$ cat config.mk
export PLATFORM = sky130hd
export DESIGN_NAME = engine_scheduler
export DESIGN_NICKNAME = d
export VERILOG_FILES = /design/src/rtl/engine_scheduler_pkg.sv /design/src/rtl/engine_scheduler_raster_counter.sv /design/src/rtl/engine_scheduler.sv
export SDC_FILE = /design/constraint.sdc
export NUM_CORES = 1
export LEC_CHECK = 0
export BUFFER_PORTS_ARGS = -buffer_cell sky130_fd_sc_hd__buf_2
export CORE_MARGIN = 1.5
export CORE_UTILIZATION = 54
export DETAILED_ROUTE_END_ITERATION = 10
export PLACE_DENSITY = 0.91
export REMOVE_ABC_BUFFERS = 1
export SLEW_MARGIN = 20
export SYNTH_ARGS = -nofsm -noshare
export SYNTH_HDL_FRONTEND = slang
export SYNTH_SLANG_ARGS = --single-unit
export TNS_END_PERCENT = 5
$ cat constraint.sdc
create_clock -name clk -period 3.1 [get_ports clk]
set_input_delay 0.31 -clock clk [delete_from_list [all_inputs] [get_ports clk]]
set_output_delay 0.31 -clock clk [all_outputs]
set_load 0.03 [all_outputs]
$ cat src/rtl/engine_scheduler_pkg.sv
// Shared constants, FSM state types and the raster-advance helper for the engine scheduler.
package engine_scheduler_pkg;

    localparam int unsigned ENG_SCHED_NUM_ENGINES = 4;
    localparam int unsigned ENG_SCHED_COORD_W     = 11;
    localparam int unsigned ENG_SCHED_DEPTH_W     = 10;

    typedef enum logic {
        IssIdle,
        IssStart
    } issue_state_e;

    typedef enum logic {
        OutEmpty,
        OutHold
    } out_state_e;

    typedef struct packed {
        int unsigned x;
        int unsigned y;
    } raster_pos_t;

    // Next pixel in raster order; x wraps into a y increment, y wraps to the top line.
    function automatic raster_pos_t raster_advance(input int unsigned x, input int unsigned y,
                                                   input int unsigned width,
                                                   input int unsigned height);
        raster_pos_t nxt;
        nxt.x = x + 1;
        nxt.y = y;
        if (x >= width - 1) begin
            nxt.x = 0;
            nxt.y = (y >= height - 1) ? 0 : y + 1;
        end
        return nxt;
    endfunction

endpackage

$ cat src/rtl/engine_scheduler_raster_counter.sv
// Raster-order (x, y) position counter with line/frame boundary flags.
module engine_scheduler_raster_counter
    import engine_scheduler_pkg::*;
#(
    parameter int unsigned SCREEN_WIDTH  = 960,
    parameter int unsigned SCREEN_HEIGHT = 720,
    parameter int unsigned COORD_W       = ENG_SCHED_COORD_W
) (
    input  logic               clk,
    input  logic               reset,
    input  logic               advance,
    output logic [COORD_W-1:0] x,
    output logic [COORD_W-1:0] y,
    output logic               first,
    output logic               last_x,
    output logic               last_y
);

    logic [COORD_W-1:0] x_q, y_q, x_d, y_d;
    raster_pos_t        nxt;

    // Step to the next raster position only when advance is asserted.
    always_comb begin
        nxt = raster_advance(32'(x_q), 32'(y_q), SCREEN_WIDTH, SCREEN_HEIGHT);
        x_d = x_q;
        y_d = y_q;
        if (advance) begin
            x_d = COORD_W'(nxt.x);
            y_d = COORD_W'(nxt.y);
        end
    end

    // Position register.
    always_ff @(posedge clk) begin
        if (reset) begin
            x_q <= '0;
            y_q <= '0;
        end else begin
            x_q <= x_d;
            y_q <= y_d;
        end
    end

    assign x      = x_q;
    assign y      = y_q;
    assign first  = (x_q == '0) && (y_q == '0);
    assign last_x = (x_q == COORD_W'(SCREEN_WIDTH - 1));
    assign last_y = (y_q == COORD_W'(SCREEN_HEIGHT - 1));

endmodule

$ cat src/rtl/engine_scheduler.sv
// Round-robin issue of raster pixels to shared engines; in-order retirement to a stream.
module engine_scheduler
    import engine_scheduler_pkg::*;
#(
    parameter int unsigned NUM_ENGINES   = ENG_SCHED_NUM_ENGINES,
    parameter int unsigned SCREEN_WIDTH  = 960,
    parameter int unsigned SCREEN_HEIGHT = 720,
    parameter int unsigned COORD_W       = ENG_SCHED_COORD_W,
    parameter int unsigned DEPTH_W       = ENG_SCHED_DEPTH_W
) (
    input  logic                           clk,
    input  logic                           reset,
    input  logic                           enable,
    output logic [COORD_W-1:0]             issue_x,
    output logic [COORD_W-1:0]             issue_y,
    output logic [NUM_ENGINES-1:0]         eng_start,
    input  logic [NUM_ENGINES-1:0]         eng_idle,
    input  logic [NUM_ENGINES-1:0]         eng_done,
    input  logic [NUM_ENGINES*DEPTH_W-1:0] eng_depth,
    output logic [NUM_ENGINES-1:0]         eng_ack,
    output logic                           out_valid,
    input  logic                           out_ready,
    output logic [DEPTH_W-1:0]             out_depth,
    output logic [COORD_W-1:0]             out_x,
    output logic [COORD_W-1:0]             out_y,
    output logic                           out_sof,
    output logic                           out_eol,
    output logic                           frame_done
);

    localparam int unsigned PtrW = (NUM_ENGINES > 1) ? $clog2(NUM_ENGINES) : 1;
    localparam int unsigned CntW = $clog2(NUM_ENGINES + 1);

    function automatic logic [PtrW-1:0] ptr_inc(input logic [PtrW-1:0] p);
        return (p == PtrW'(NUM_ENGINES - 1)) ? '0 : p + PtrW'(1);
    endfunction

    issue_state_e     iss_state_q, iss_state_d;
    out_state_e       out_state_q, out_state_d;
    logic [PtrW-1:0]  issue_ptr_q, issue_ptr_d, start_ptr_q, start_ptr_d;
    logic [PtrW-1:0]  retire_ptr_q, retire_ptr_d;
    logic [CntW-1:0]  in_flight_q, in_flight_d;
    logic [COORD_W-1:0] issue_x_q, issue_x_d, issue_y_q, issue_y_d;
    logic [COORD_W-1:0] out_x_q, out_x_d, out_y_q, out_y_d;
    logic [DEPTH_W-1:0] out_depth_q, out_depth_d;
    logic             out_sof_q, out_sof_d, out_eol_q, out_eol_d, out_last_q, out_last_d;
    logic [NUM_ENGINES-1:0] eng_ack_q, eng_ack_d;
    logic             frame_done_q, frame_done_d;

    logic             issue_fire, retire_fire;
    logic [COORD_W-1:0] iss_x, iss_y, ret_x, ret_y;
    logic             iss_first, iss_last_x, iss_last_y;
    logic             ret_first, ret_last_x, ret_last_y;
    logic             unused_iss_flags;

    assign out_valid   = (out_state_q == OutHold);
    assign issue_fire  = enable && (in_flight_q < CntW'(NUM_ENGINES)) && eng_idle[issue_ptr_q];
    // The output register can take a new beat when empty or being drained this cycle.
    assign retire_fire = (in_flight_q != '0) && eng_done[retire_ptr_q] &&
                         (!out_valid || out_ready);

    engine_scheduler_raster_counter #(
        .SCREEN_WIDTH  (SCREEN_WIDTH),
        .SCREEN_HEIGHT (SCREEN_HEIGHT),
        .COORD_W       (COORD_W)
    ) u_issue_cnt (
        .clk     (clk),
        .reset   (reset),
        .advance (issue_fire),
        .x       (iss_x),
        .y       (iss_y),
        .first   (iss_first),
        .last_x  (iss_last_x),
        .last_y  (iss_last_y)
    );

    engine_scheduler_raster_counter #(
        .SCREEN_WIDTH  (SCREEN_WIDTH),
        .SCREEN_HEIGHT (SCREEN_HEIGHT),
        .COORD_W       (COORD_W)
    ) u_retire_cnt (
        .clk     (clk),
        .reset   (reset),
        .advance (retire_fire),
        .x       (ret_x),
        .y       (ret_y),
        .first   (ret_first),
        .last_x  (ret_last_x),
        .last_y  (ret_last_y)
    );

    assign unused_iss_flags = ^{iss_first, iss_last_x, iss_last_y};

    // Issue side: capture coordinate and target engine, pulse start in the following cycle.
    always_comb begin
        iss_state_d = issue_fire ? IssStart : IssIdle;
        issue_ptr_d = issue_fire ? ptr_inc(issue_ptr_q) : issue_ptr_q;
        start_ptr_d = issue_fire ? issue_ptr_q : start_ptr_q;
        issue_x_d   = issue_fire ? iss_x : issue_x_q;
        issue_y_d   = issue_fire ? iss_y : issue_y_q;
        eng_start   = '0;
        if (iss_state_q == IssStart) begin
            eng_start = NUM_ENGINES'(1) << start_ptr_q;
        end
    end

    // Retire side: output register FSM, engine ack and frame-end detection.
    always_comb begin
        out_state_d  = out_state_q;
        retire_ptr_d = retire_ptr_q;
        out_x_d      = out_x_q;
        out_y_d      = out_y_q;
        out_depth_d  = out_depth_q;
        out_sof_d    = out_sof_q;
        out_eol_d    = out_eol_q;
        out_last_d   = out_last_q;
        eng_ack_d    = '0;
        frame_done_d = out_valid && out_ready && out_eol_q && out_last_q;
        unique case (out_state_q)
            OutEmpty: if (retire_fire) out_state_d = OutHold;
            OutHold:  if (!retire_fire && out_ready) out_state_d = OutEmpty;
            default:  out_state_d = OutEmpty;
        endcase
        if (retire_fire) begin
            retire_ptr_d = ptr_inc(retire_ptr_q);
            out_x_d      = ret_x;
            out_y_d      = ret_y;
            out_depth_d  = eng_depth[retire_ptr_q*DEPTH_W +: DEPTH_W];
            out_sof_d    = ret_first;
            out_eol_d    = ret_last_x;
            out_last_d   = ret_last_x && ret_last_y;
            eng_ack_d    = NUM_ENGINES'(1) << retire_ptr_q;
        end
    end

    // Outstanding pixel count; simultaneous issue and retire cancel out.
    always_comb begin
        in_flight_d = in_flight_q;
        unique case ({issue_fire, retire_fire})
            2'b10:   in_flight_d = in_flight_q + CntW'(1);
            2'b01:   in_flight_d = in_flight_q - CntW'(1);
            default: in_flight_d = in_flight_q;
        endcase
    end

    // State and output registers.
    always_ff @(posedge clk) begin
        if (reset) begin
            iss_state_q  <= IssIdle;
            out_state_q  <= OutEmpty;
            issue_ptr_q  <= '0;
            start_ptr_q  <= '0;
            retire_ptr_q <= '0;
            in_flight_q  <= '0;
            issue_x_q    <= '0;
            issue_y_q    <= '0;
            out_x_q      <= '0;
            out_y_q      <= '0;
            out_depth_q  <= '0;
            out_sof_q    <= 1'b0;
            out_eol_q    <= 1'b0;
            out_last_q   <= 1'b0;
            eng_ack_q    <= '0;
            frame_done_q <= 1'b0;
        end else begin
            iss_state_q  <= iss_state_d;
            out_state_q  <= out_state_d;
            issue_ptr_q  <= issue_ptr_d;
            start_ptr_q  <= start_ptr_d;
            retire_ptr_q <= retire_ptr_d;
            in_flight_q  <= in_flight_d;
            issue_x_q    <= issue_x_d;
            issue_y_q    <= issue_y_d;
            out_x_q      <= out_x_d;
            out_y_q      <= out_y_d;
            out_depth_q  <= out_depth_d;
            out_sof_q    <= out_sof_d;
            out_eol_q    <= out_eol_d;
            out_last_q   <= out_last_d;
            eng_ack_q    <= eng_ack_d;
            frame_done_q <= frame_done_d;
        end
    end

    assign issue_x    = issue_x_q;
    assign issue_y    = issue_y_q;
    assign eng_ack    = eng_ack_q;
    assign out_depth  = out_depth_q;
    assign out_x      = out_x_q;
    assign out_y      = out_y_q;
    assign out_sof    = out_sof_q & out_valid;
    assign out_eol    = out_eol_q & out_valid;
    assign frame_done = frame_done_q;

endmodule

==> impl_metrics.env, run 1 <==
export IMPL_hold_viol=0
export IMPL_power_leakage_nw=2.665
export IMPL_hold_class="input port to flip-flop"
export IMPL_cts_setup_buffers=0
export IMPL_io_buffers=117
export IMPL_drc=0
export IMPL_p_per_area_nw_per_um2=716.8
export IMPL_worst_pin_slew_ns=0.7780
export IMPL_rsz0062_at_grt="false"
export IMPL_yosys_top_cells_area="dfxtp_1 (44%), nand2_1 (9.5%), a21oi_1 (7.3%)"
export IMPL_clock_sinks=117
export IMPL_path_clk_slew_ns=0.06
export IMPL_first_iter_violations=328
export IMPL_synth_edf_count=0
export IMPL_total_power_w=0.004692
export IMPL_startpoint_type="flip-flop"
export IMPL_drv_slew=0
export IMPL_die_x_um=102.3
export IMPL_crit_fanout=31
export IMPL_end_kind="flip-flop"
export IMPL_final_setup_viol_count=0
export IMPL_ys_warn_count=0
export IMPL_vdd_drop_max_v=0.0004156
export IMPL_synth_top_area_share=0.4403
export IMPL_num_rows=36
export IMPL_crit_arrival_ns=3.17
export IMPL_nets=780
export IMPL_switching_share=0.3064
export IMPL_vias=4967
export IMPL_critical_path_class="flip-flop to flip-flop"
export IMPL_layout_drive_gt1_share=0.2544
export IMPL_clk_latency_ns=0.53
export IMPL_grt_pass1_vias=4668
export IMPL_drt_wl_total_mm=13.32
export IMPL_grt_ovfl_total=0
export IMPL_post_dp_hpwl_mm=8.833
export IMPL_cts_resized_gates=0
export IMPL_synth_area_um2=5320
export IMPL_cts_root_buf="clkbuf_8"
export IMPL_period_share=0.8748
export IMPL_grt_pass1_wl_mm=21.49
export IMPL_place_gp_congestion=0.9061
export IMPL_cp_required_ns=3.56
export IMPL_synth_ff_type="dfxtp_1"
export IMPL_ys_async_sr_fraction=0
export IMPL_max_freq_ghz=0.3688
export IMPL_clkPwrFrac=0.439
export IMPL_ant_nets=0
export IMPL_skew_ns=0.004711
export IMPL_clock_path_buffers=2
export IMPL_worst_hold_slack_ns=0.1457
export IMPL_drtPass1Iterations=5
export IMPL_grt_max_degree=49
export IMPL_hold_buffers=0
export IMPL_cap_violations=0
export IMPL_synth_largest_area_cell="dfxtp_1"
export IMPL_p_int_w=0.003254
export IMPL_die_h_um=102.3
export IMPL_numCtsBuffers=17
export IMPL_dieArea_um2=10460
export IMPL_p_comb_frac=0.204
export IMPL_core_area_um2=9684
export IMPL_vias_per_cell=5.749
export IMPL_antennaDiodeCount=0
export IMPL_wl_per_cell_um=15.41
export IMPL_seq_area_frac_synth=0.4403
export IMPL_syn_to_final_growth_pct=23.02
export IMPL_status="finished clean"
export IMPL_ys_ff_latch=117
export IMPL_p_sw_w=0.001438
export IMPL_cts_tree="yes"
export IMPL_grt_usage=0.2632
export IMPL_synth_area_per_cell_um2=8.707
export IMPL_setup_tns_ns=0
export IMPL_max_slew_margin=0.4766
export IMPL_antenna_found_initial=0
export IMPL_ioPinCount=118
export IMPL_seq_power_share=0.356
export IMPL_ys_types=59
export IMPL_htreeDepth=4
export IMPL_initial_utilization=0.5494
export IMPL_syn_inst=611
export IMPL_layout_min_cycle_time_ns=2.712
## path summary, 6_finish.rpt
kind / slack, ns / start / cells past startpoint / end
max reg2reg: 0.39 / issue_ptr_q[0]$_SDFFE_PP0P_ / 9 / in_flight_q[2]$_SDFFE_PP0P_
min reg2reg: 0.45 / issue_y[1]$_SDFFE_PP0P_ / 2 / issue_y[1]$_SDFFE_PP0P_
min: 0.15 / out_ready / 2 / frame_done$_SDFF_PP0_
max: 0.39 / issue_ptr_q[0]$_SDFFE_PP0P_ / 9 / in_flight_q[2]$_SDFFE_PP0P_
## critical path, stage by stage (launching register included)
cell and delay (ns):
dfxtp_1 0.48, mux4_2 0.54, and2_4 0.27, inv_2 0.10, ha_1 0.19, inv_1 0.06, fa_1 0.37, xor2_1 0.16
or3_1 0.32, a21oi_1 0.14
## registers in the layout, summed over array words and instances (netlist names), 4 cells and up
register,flops
eng_ack,4
issue_x,11
issue_y,11
out_depth,10
out_x,11
out_y,11
u_issue_cnt.x,11
u_issue_cnt.y,11
u_retire_cnt.x,11
u_retire_cnt.y,11
## layer usage
metal | wire, µm | global-route usage
met4 | 299 | 0.1307
met5 | 0 | 0
met1 | 5534 | 0.3159
met3 | 843 | 0.06635
met2 | 6640 | 0.4396
## per-stage QoR
stage          cell area (µm²)  setup slack, ns    util  instances
2_1_floorplan             5104         -0.09369       -        574
3_3_place_gp              5918           0.5499  0.6111        832
3_5_place_dp              5918           0.4185  0.6111        832
4_1_cts                   6545           0.3871  0.6758        864
5_1_grt                   6545           0.2379  0.6758        864
6_report                  6545           0.3883  0.6758        864
## synth_stat cells (2+ instances only)
| library cell | number |
|---|---|
| a22oi_1 | 2 |
| a41o_1 | 2 |
| nor2_1 | 31 |
| a21o_1 | 4 |
| clkbuf_1 | 16 |
| nor3_4 | 2 |
| and2_4 | 3 |
| buf_2 | 8 |
| buf_4 | 2 |
| xnor2_1 | 2 |
| nor3b_1 | 14 |
| mux4_2 | 12 |
| and2_1 | 3 |
| buf_1 | 3 |
| mux2_2 | 2 |
| nand4_1 | 5 |
| dfxtp_1 | 117 |
| buf_6 | 8 |
| and4_1 | 2 |
| o32ai_1 | 4 |
| xor2_1 | 7 |
| o21ai_0 | 15 |
| nand3b_1 | 4 |
| inv_1 | 14 |
| o21ai_1 | 3 |
| a21oi_1 | 78 |
| nor4_1 | 10 |
| nand3_1 | 17 |
| nor3_1 | 10 |
| or3_1 | 5 |
| a41oi_1 | 4 |
| and3_1 | 16 |
| a32o_1 | 15 |
| o31ai_1 | 3 |
| a31oi_1 | 2 |
| nand2b_1 | 2 |
| nand2_1 | 134 |
| ha_1 | 9 |
## power by group through the flow
| stage | Clock, W | Combinational (W) | Sequential, W |
|---|---|---|---|
| after floorplan | 0 | 0.000525 | 0.00182 |
| after global placement | 0 | 0.000915 | 0.00169 |
| after detailed placement | 0 | 0.000952 | 0.00170 |
| after CTS | 0.00208 | 0.000961 | 0.00167 |
| after global routing | 0.00215 | 0.00106 | 0.00168 |
| final | 0.00206 | 0.000959 | 0.00167 |
## area by class of cell
class                           instances  area, µm²
Tap cell                              133      166.4
Clock buffer                           18      427.9
Clock inverter                         14      198.9
Timing Repair Buffer                  125      648.1
Sequential cell                       117       2342
Multi-Input combinational cell        440       2695
Inverter                               17      66.31
Fill cell                             782       3139
## cell usage in the layout (no fill, tap or decap), types with 7 or more instances in the layout
master / n
a21oi_1: 78
a32o_1: 15
and3_1: 16
buf_2: 116
buf_4: 9
clkbuf_16: 16
dfxtp_1: 117
ha_1: 9
inv_1: 14
mux4_2: 12
nand2_1: 134
nand3_1: 17
nor2_1: 31
nor3_1: 10
nor3b_1: 14
nor4_1: 10
o21ai_0: 15
xor2_1: 7
## kinds of logic (layout without fill, tap and decap cells)
logic type,Yosys count,in the layout,synth area share
AO/OA/AOI/OAI,142,142,0.1698
XOR/XNOR,9,9,0.01482
adder cells (fa/ha/maj),10,10,0.02493
buffers and inverters,54,174,0.05315
flip-flops,117,117,0.4403
multiplexers,15,15,0.05691
AND/OR/NAND/NOR,264,264,0.2401
Power figures use the tool's default switching activity.
==> run 2: changes to the inputs <==
--- a/config.mk
+++ b/config.mk
@@ -5,12 +5,11 @@
 export SDC_FILE = /design/constraint.sdc
 export NUM_CORES = 1
 export LEC_CHECK = 0
-export BUFFER_PORTS_ARGS = -buffer_cell sky130_fd_sc_hd__buf_2
+export BUFFER_PORTS_ARGS = -buffer_cell sky130_fd_sc_hd__buf_4
 export CORE_MARGIN = 1.5
 export CORE_UTILIZATION = 54
 export DETAILED_ROUTE_END_ITERATION = 10
-export PLACE_DENSITY = 0.91
-export REMOVE_ABC_BUFFERS = 1
+export PLACE_DENSITY_LB_ADDON = 0.15
 export SLEW_MARGIN = 20
 export SYNTH_ARGS = -nofsm -noshare
 export SYNTH_HDL_FRONTEND = slang
==> run 2 against run 1 <==
Effect of this change: utilization rose by 1.8 points; largest power group unchanged; largest cell class unchanged; critical path depth stayed put; clock power fell by 17%; critical endpoint unchanged; via count down 1.9%; highest routed layer unchanged; flip-flop and latch count unchanged; worst setup slack improved by 0.051 ns; non-clock buffer count decreased by 1; wire length is 4.1% lower; die area is the same; total power shrank 6.7%.
==> impl_metrics.env, run 2 (synthesized netlist as in run 1, its figures left out) <==
export IMPL_period_share=0.8584
export IMPL_nets=779
export IMPL_htreeDepth=4
export IMPL_grt_pass1_wl_mm=20.16
export IMPL_first_iter_violations=172
export IMPL_post_dp_hpwl_mm=8.407
export IMPL_die_x_um=102.3
export IMPL_grt_use_met3=0.07319
export IMPL_vdd_drop_max_v=0.0004560
export IMPL_path_clk_slew_ns=0.05
export IMPL_drc=0
export IMPL_layout_min_cycle_time_ns=2.661
export IMPL_place_ws_ns=0.4562
export IMPL_hold_viol=0
export IMPL_numCtsBuffers=17
export IMPL_crit_arrival_ns=3.11
export IMPL_use_met1=0.3028
export IMPL_grt_ovfl_total=0
export IMPL_cts_tree="yes"
export IMPL_syn_nets=673
export IMPL_skew_ns=0.006708
export IMPL_io_buffers=117
export IMPL_max_freq_ghz=0.3758
export IMPL_r2r_slack_ns=0.44
export IMPL_use_met2=0.4065
export IMPL_critical_path_class="flip-flop to flip-flop"
export IMPL_drtPass1Iterations=4
export IMPL_crit_fanout=31
export IMPL_syn_to_final_growth_pct=26.36
export IMPL_hold_class="input port to flip-flop"
export IMPL_place_gp_congestion=0.8719
export IMPL_timing_final_ws_setup_ns=0.4391
export IMPL_core_area_um2=9684
export IMPL_hold_buffers=0
export IMPL_p_per_area_nw_per_um2=650.8
export IMPL_final_design_area_no_fill_um2=6723
export IMPL_antennaDiodeCount=0
export IMPL_multiInputGateArea_um2=2695
export IMPL_fillers=798
export IMPL_clk_latency_ns=0.52
export IMPL_clock_path_buffers=2
export IMPL_cap_violations=0
export IMPL_layout_drive_gt1_share=0.2455
export IMPL_die_h_um=102.3
export IMPL_num_rows=36
export IMPL_grt_usage=0.2444
export IMPL_vias_per_cell=5.651
export IMPL_vias=4871
export IMPL_dieArea_um2=10460
export IMPL_cts_resized_gates=0
export IMPL_ant_nets=0
export IMPL_grt_pass1_vias=4391
export IMPL_antenna_found_initial=0
export IMPL_end_kind="flip-flop"
export IMPL_max_slew_margin=0.4851
export IMPL_final_setup_viol_count=0
export IMPL_final_common_cell="nand2_1"
export IMPL_initial_utilization=0.5494
export IMPL_power_leakage_nw=2.663
export IMPL_ioPinCount=118
export IMPL_placed_cell_area_um2=6201
export IMPL_grt_max_degree=55
export IMPL_rsz0062_at_grt="false"
export IMPL_drv_slew=0
export IMPL_drt_wl_total_mm=12.77
export IMPL_cts_setup_buffers=0
export IMPL_startpoint_type="flip-flop"
export IMPL_cts_root_buf="clkbuf_8"
export IMPL_gr_max_usage_layer="met2"
export IMPL_setup_tns_ns=0
export IMPL_worst_pin_slew_ns=0.7653
export IMPL_final_cell_mix="nand2_1 (134), buf_4 (124), dfxtp_1 (117)"
export IMPL_cp_required_ns=3.55
export IMPL_status="finished clean"
export IMPL_ff_latch_area_um2=2342
export IMPL_clock_sinks=117
export IMPL_wl_per_cell_um=14.82
-- run 2: routing by layer --
| metal | vias up | share of wire |
|---|---|---|
| met2 | 161 | 0.49 |
| met3 | 14 | 0.072 |
| met4 | 0 | 0.011 |
| met5 | - | 0 |
| met1 | 2309 | 0.43 |
| li1 | 2387 | - |
-- run 2: path summary, 6_finish.rpt --
path	cells past startpoint	endpoint	startpoint
worst max-delay path	9	in_flight_q[2]$_SDFFE_PP0P_	issue_ptr_q[0]$_SDFFE_PP0P_
worst min-delay path	2	frame_done$_SDFF_PP0_	out_ready
worst max register to register	9	in_flight_q[2]$_SDFFE_PP0P_	issue_ptr_q[0]$_SDFFE_PP0P_
worst min register to register	2	out_eol_q$_SDFFE_PP0P_	out_eol_q$_SDFFE_PP0P_
-- run 2: where the power goes --
part	internal, W	switching, W
combinational	0.000367	0.000628
sequential	0.00160	0.0000727
clock	0.00108	0.000631
total	0.00304	0.00133
-- run 2: layout make-up --
type / count / area share
Tap cell: 133 / 0.02475
Multi-Input combinational cell: 440 / 0.4009
Sequential cell: 117 / 0.3484
Timing Repair Buffer: 124 / 0.1385
Clock buffer: 27 / 0.07463
Inverter: 17 / 0.009864
Clock inverter: 4 / 0.002978
-- run 2: metrics by stage --
stage / hold slack [ns] / utilization / total power [W] / instances
finish: 0.1335 / 0.6942 / 0.004375 / 862
global route: 0.1174 / 0.6942 / 0.004600 / 862
CTS: 0.1096 / 0.6942 / 0.004414 / 862
detailed placement: 0.4449 / 0.6403 / 0.002698 / 831
global placement: 0.4345 / 0.6403 / 0.002666 / 831
floorplan: 0.4273 / - / 0.002477 / 611
-- run 2: worst max-delay path, stage by stage, from the launching register on --
cell	delay, ns
dfxtp_1	0.48
mux4_2	0.54
and2_4	0.27
inv_2	0.09
ha_1	0.18
inv_1	0.06
fa_1	0.37
xor2_1	0.16
or3_1	0.31
a21oi_1	0.13
